## src/rtl/mem_access_arbiter.sv

```systemverilog
// Round-robin arbiter sharing the unified memory data port between the core (C) and loader (L).
// Converts RV32I funct3 sizes into byte masks and lane-replicated data, and extends load results.
module mem_access_arbiter #(
    parameter int unsigned MEM_BYTES = 4096
) (
    input  logic        i_clk,
    input  logic        i_rst,
    input  logic        i_c_valid,
    output logic        o_c_ready,
    input  logic        i_c_write,
    input  logic [2:0]  i_c_funct3,
    input  logic [31:0] i_c_address,
    input  logic [31:0] i_c_wdata,
    output logic        o_c_rsp_valid,
    input  logic        i_l_valid,
    output logic        o_l_ready,
    input  logic        i_l_write,
    input  logic [31:0] i_l_address,
    input  logic [31:0] i_l_wdata,
    output logic        o_l_rsp_valid,
    output logic [31:0] o_rsp_data,
    output logic        o_rsp_error,
    output logic [31:0] o_mem_address,
    output logic [31:0] o_mem_wdata,
    output logic [3:0]  o_mem_write_mask,
    output logic        o_mem_write_en,
    input  logic [31:0] i_mem_rdata
);

    typedef enum logic [1:0] {S_IDLE, S_ACCESS, S_RESP} state_t;

    state_t      state_q, state_d;
    logic        port_q, port_d;   // 0 = core, 1 = loader
    logic        last_q, last_d;
    logic        write_q, write_d;
    logic [2:0]  f3_q, f3_d;
    logic [31:0] addr_q, addr_d;
    logic [31:0] wdata_q, wdata_d;
    logic        err_q, err_d;
    logic [31:0] rsp_data_q, rsp_data_d;
    logic        rsp_err_q, rsp_err_d;

    logic        grant_c, grant_l;
    logic [7:0]  ld_byte;
    logic [15:0] ld_half;
    logic [31:0] ld_val;

    function automatic logic access_err(logic wr, logic [2:0] f3, logic [31:0] a);
        logic e;
        e = (f3 == 3'b011) || (f3 == 3'b110) || (f3 == 3'b111);
        e = e || (wr && f3[2]);
        e = e || ((f3[1:0] == 2'b01) && a[0]);
        e = e || ((f3[1:0] == 2'b10) && (a[1:0] != 2'b00));
        e = e || (a >= 32'(MEM_BYTES));
        return e;
    endfunction

    always_comb begin
        ld_byte = i_mem_rdata[{addr_q[1:0], 3'b000} +: 8];
        ld_half = i_mem_rdata[{addr_q[1], 4'b0000} +: 16];
        case (f3_q)
            3'b000:  ld_val = {{24{ld_byte[7]}}, ld_byte};
            3'b001:  ld_val = {{16{ld_half[15]}}, ld_half};
            3'b100:  ld_val = {24'd0, ld_byte};
            3'b101:  ld_val = {16'd0, ld_half};
            default: ld_val = i_mem_rdata;
        endcase
    end

    always_comb begin
        state_d    = state_q;
        port_d     = port_q;
        last_d     = last_q;
        write_d    = write_q;
        f3_d       = f3_q;
        addr_d     = addr_q;
        wdata_d    = wdata_q;
        err_d      = err_q;
        rsp_data_d = rsp_data_q;
        rsp_err_d  = rsp_err_q;
        grant_c    = 1'b0;
        grant_l    = 1'b0;
        case (state_q)
            S_IDLE: begin
                // Tie goes to the port that was not served last.
                grant_c = i_c_valid && (!i_l_valid || last_q);
                grant_l = i_l_valid && !grant_c;
                if (grant_c) begin
                    port_d  = 1'b0;
                    write_d = i_c_write;
                    f3_d    = i_c_funct3;
                    addr_d  = i_c_address;
                    wdata_d = i_c_wdata;
                    err_d   = access_err(i_c_write, i_c_funct3, i_c_address);
                end else if (grant_l) begin
                    port_d  = 1'b1;
                    write_d = i_l_write;
                    f3_d    = 3'b010;
                    addr_d  = i_l_address;
                    wdata_d = i_l_wdata;
                    err_d   = access_err(i_l_write, 3'b010, i_l_address);
                end
                if (grant_c || grant_l) begin
                    last_d  = grant_l;
                    state_d = S_ACCESS;
                end
            end
            S_ACCESS: begin
                rsp_data_d = (err_q || write_q) ? 32'd0 : ld_val;
                rsp_err_d  = err_q;
                state_d    = S_RESP;
            end
            S_RESP:   state_d = S_IDLE;
            default:  state_d = S_IDLE;
        endcase
    end

    always_ff @(posedge i_clk or posedge i_rst) begin
        if (i_rst) begin
            state_q    <= S_IDLE;
            port_q     <= 1'b0;
            last_q     <= 1'b1;
            write_q    <= 1'b0;
            f3_q       <= 3'b000;
            addr_q     <= 32'd0;
            wdata_q    <= 32'd0;
            err_q      <= 1'b0;
            rsp_data_q <= 32'd0;
            rsp_err_q  <= 1'b0;
        end else begin
            state_q    <= state_d;
            port_q     <= port_d;
            last_q     <= last_d;
            write_q    <= write_d;
            f3_q       <= f3_d;
            addr_q     <= addr_d;
            wdata_q    <= wdata_d;
            err_q      <= err_d;
            rsp_data_q <= rsp_data_d;
            rsp_err_q  <= rsp_err_d;
        end
    end

    always_comb begin
        o_c_ready      = grant_c;
        o_l_ready      = grant_l;
        o_c_rsp_valid  = (state_q == S_RESP) && !port_q;
        o_l_rsp_valid  = (state_q == S_RESP) && port_q;
        o_rsp_data     = rsp_data_q;
        o_rsp_error    = rsp_err_q;
        o_mem_address  = addr_q;
        o_mem_write_en = (state_q == S_ACCESS) && write_q && !err_q;
        case (f3_q[1:0])
            2'b00:   o_mem_wdata = {4{wdata_q[7:0]}};
            2'b01:   o_mem_wdata = {2{wdata_q[15:0]}};
            default: o_mem_wdata = wdata_q;
        endcase
        o_mem_write_mask = 4'b0000;
        if (o_mem_write_en) begin
            case (f3_q[1:0])
                2'b00:   o_mem_write_mask = 4'b0001 << addr_q[1:0];
                2'b01:   o_mem_write_mask = 4'b0011 << addr_q[1:0];
                default: o_mem_write_mask = 4'b1111;
            endcase
        end
    end

endmodule
```

## config.mk

```make
export PLATFORM = sky130hd
export DESIGN_NAME = mem_access_arbiter
export DESIGN_NICKNAME = d
export VERILOG_FILES = /design/src/rtl/mem_access_arbiter.sv
export SDC_FILE = /design/constraint.sdc
export NUM_CORES = 1
export LEC_CHECK = 0
export BUFFER_PORTS_ARGS = -buffer_cell sky130_fd_sc_hd__clkbuf_2
export CORE_MARGIN = 2
export CORE_UTILIZATION = 45
export CTS_CLUSTER_DIAMETER = 60
export DETAILED_ROUTE_END_ITERATION = 10
export GPL_TIMING_DRIVEN = 0
export HOLD_SLACK_MARGIN = 0.15
export MAX_ROUTING_LAYER = met4
export PLACE_DENSITY = 0.84
export SKIP_LAST_GASP = 1
export SYNTH_ARGS = -nofsm -noshare
export SYNTH_HDL_FRONTEND = slang
export SYNTH_SLANG_ARGS = --single-unit
```

## constraint.sdc

```tcl
create_clock -name i_clk -period 5.82 [get_ports i_clk]
set_input_delay 0.291 -clock i_clk [delete_from_list [all_inputs] [get_ports i_clk]]
set_output_delay 0.291 -clock i_clk [all_outputs]
set_load 0.05 [all_outputs]
```

==> results.sh <==
export IMPL_ys_dominant_reg_cell="dfrtp_1"
export IMPL_synth_compound_area_share_pct=16.4
export IMPL_rsz0062_at_grt="no"
export IMPL_status="completed"
export IMPL_area_growth_pct=34.0
export IMPL_total_power_uw=5140
export IMPL_diodes=0
export IMPL_wire_per_inst_um=18.1
export IMPL_synthAdderAreaFrac_pct=0
export IMPL_drtIter0Drc=510
export IMPL_dr_pass1_iters=5
export IMPL_rows=40
export IMPL_antenna_left=0
export IMPL_fin_skew_ns=0.0103
export IMPL_cts_max_path_buffers=2
export IMPL_syn_inst=569
export IMPL_die_area_mm2=0.0135
export IMPL_start_util_pct=46.5
export IMPL_ys_seq_elements=106
export IMPL_syn_num_nets=738
export IMPL_slew_headroom_pct=59.8
export IMPL_floorplan_die_height_um=116
export IMPL_cts_sinks=106
export IMPL_placed_area_mm2=0.00726
export IMPL_ios=275
export IMPL_yosys_warnings=0
export IMPL_muxShareOfSynthArea_pct=19.0
export IMPL_fin_crit_sh_pct=42.7
export IMPL_cap_violations=0
export IMPL_arrival_ns=2.19
export IMPL_irDropWorstVdd_mv=0.400
export IMPL_coreArea_mm2=0.0122
export IMPL_drive_gt1_share_pct=41.6
export IMPL_max_freq_ghz=0.403
export IMPL_setup_tns_final_ns=0
export IMPL_crit_fanout=10
export IMPL_fin_ws_ns=3.34
export IMPL_cts_tree="yes"
export IMPL_crit_type="reg2out"
export IMPL_dp_hpwl_mm=14.7
export IMPL_clock_latency_ns=0.35
export IMPL_synth_async_sr_flop_share_pct=100
export IMPL_hold_viol=0
export IMPL_grt_overflow_total=0
export IMPL_vias=5613
export IMPL_ys_seq_area_share_pct=46.9
export IMPL_hp_class="in2reg"
export IMPL_fill_cells=1087
export IMPL_required_ns=5.53
export IMPL_p_per_area_mw_per_mm2=678
export IMPL_antenna_found_initial=0
export IMPL_synthDistinctLibCells=40
export IMPL_final_net_count=1025
export IMPL_routed_via_density=5.45
export IMPL_tightest_slew_ns=0.604
export IMPL_cts_resized=0
export IMPL_setup_viol=0
export IMPL_netlist_area_mm2=0.00565
export IMPL_die_w_um=116
export IMPL_cts_buffers=9
export IMPL_routed_wl_mm=18.7
export IMPL_clk_pin_slew_ns=0.07
export IMPL_startpoint_type="flop"
export IMPL_grt_use_total_pct=28.3
export IMPL_drc=0
export IMPL_yosys_area_share_simple_pct=12.3
export IMPL_fin_area_mm2=0.00757
export IMPL_synth_avg_cell_area_um2=9.93
export IMPL_leakage_uw=0.00400
export IMPL_period_needed_ns=2.48
export IMPL_preCtsSetupSlack_ns=3.70
export IMPL_grt_pass1_vias=5344
export IMPL_rrSetupSlack_ns=3.99
export IMPL_grt_max_degree=66
export IMPL_gp_congestion=0.940
export IMPL_cts_htree_levels=3
export IMPL_io_buffers=274
export IMPL_root_buffer="clkbuf_16"
export IMPL_synth_top_family_by_area="multiplexers"
export IMPL_synth_xor_area_share_pct=0
export IMPL_synth_edf_count=0
export IMPL_grt_first_pass_wirelength_mm=28.0
export IMPL_slew_violations=0
export IMPL_end_kind="output pin"
[power by group]
part	total, uW	leakage, uW	internal (uW)	switching (uW)
registers	1340	0.00133	1090	255
clock network	622	0.000135	346	276
logic	3170	0.00253	846	2330
total	5140	0.00400	2280	2860
[synthesized netlist by cell type (3+ instances only)]
cell      number  area share (%)
a21oi_1        3            0.27
nor2_1        16             1.1
nand2_1       94             6.2
dfrtp_1      105              46
clkbuf_1      17             1.1
o21a_1         4            0.53
o221ai_1       7             1.1
nand2b_1      18             2.0
o21ai_0       15             1.3
o21ai_1       86             7.6
buf_2         19             1.7
a211oi_1       7            0.93
nor4_1        11             1.2
a32o_1        18             3.2
mux2_2        24             4.8
inv_1          7            0.46
o21ai_2        3            0.46
mux2i_1       75              13
buf_4         11             1.5
[layout make-up]
class | instances | area [um^2] | area share (%)
buffer | 51 | 272 | 3.58
clock buffer | 12 | 246 | 3.25
clock inverter | 4 | 52.6 | 0.694
inverter | 8 | 32.5 | 0.430
multi-input combinational | 404 | 2700 | 35.6
sequential | 106 | 2650 | 35.0
tap | 168 | 210 | 2.78
timing repair buffer | 276 | 1410 | 18.6
[placed cells by master, fill, tap and decap left out, drive strengths merged]
cell | Yosys | layout
a32o | 18 | 18
nand4 | 1 | 1
buf | 34 | 35
mux2 | 26 | 26
clkbuf | 17 | 303
a31oi | 1 | 1
nor2 | 16 | 16
nor3b | 3 | 3
clkinvlp | 0 | 3
mux2i | 75 | 75
a211oi | 7 | 7
a41o | 1 | 1
a21boi | 1 | 1
dfstp | 1 | 1
dfrtp | 105 | 105
mux4 | 1 | 1
o211ai | 1 | 1
inv | 8 | 8
and3 | 1 | 1
nand2b | 18 | 18
a22o | 2 | 2
nor4 | 11 | 11
o21ai | 104 | 104
o21a | 4 | 4
o221ai | 7 | 7
nor3 | 4 | 4
and4 | 1 | 1
dlygate4sd3 | 0 | 1
and3b | 1 | 1
nand3 | 2 | 2
a21oi | 3 | 3
bufinv | 0 | 1
nand2 | 94 | 94
a22oi | 1 | 1
[final timing paths]
kind	startpoint	end	cells after the start
hold reg to reg	o_rsp_data[6]$_DFFE_PP0N_	o_rsp_data[6]$_DFFE_PP0N_	2
max in group asynchronous	i_rst	last_q$_DFFE_PP1P_	4
min in group asynchronous	i_rst	o_rsp_data[11]$_DFFE_PP0N_	3
hold / removal	i_c_valid	last_q$_DFFE_PP1P_	2
setup / recovery	f3_q[0]$_DFFE_PP0P_	o_mem_write_mask[3]	6
setup reg to reg	state_q[0]$_DFFE_PP0P_	o_mem_address[11]$_DFFE_PP0P_	6
[sequential cells by signal (all words and copies together), names as in the netlist]
name,cells
port_q,1
o_mem_address,32
err_q,1
wdata_q,32
o_rsp_error,1
write_q,1
last_q,1
state_q,2
o_rsp_data,32
f3_q,3
[repair_timing]
action / 4_1_cts / 5_1_grt
buffers inserted: 0 / 0
endpoints found under the hold margin: 41 / 0
hold buffers: 1 / 0
[worst max-delay path, stage by stage, from the launching register on]
cell and delay [ns]:
dfrtp_1 0.32, clkbuf_1 0.24, buf_2 0.34, buf_2 0.32, o21ai_0 0.13, a21boi_1 0.18
clkbuf_2 0.31
[cell families (layout without fill, tap and decap cells)]
group           after synthesis  in the layout
mux                         102            102
simple gates                152            152
flops                       106            106
compound gates              150            150
buf+inv                      59            351
[per-stage QoR]
stage | std cells | hold slack, ns | utilization (%)
3_3_place_gp | 1011 | 0.462 | 59.5
3_5_place_dp | 1012 | 0.377 | 59.7
6_report | 1029 | 0.170 | 62.3
2_1_floorplan | 569 | 0.361 | -
4_1_cts | 1029 | 0.167 | 62.3
5_1_grt | 1029 | 0.182 | 62.3
[layer usage]
layer	global-route usage, %	part of all wire [%]	vias to the layer above
met3	3.71	7.4	47
met5	-	0	-
li1	-	-	2617
met4	10.9	2.6	0
met2	48.9	51	295
met1	33.6	39	2654
No activity file was read; power rests on OpenSTA's default activity.
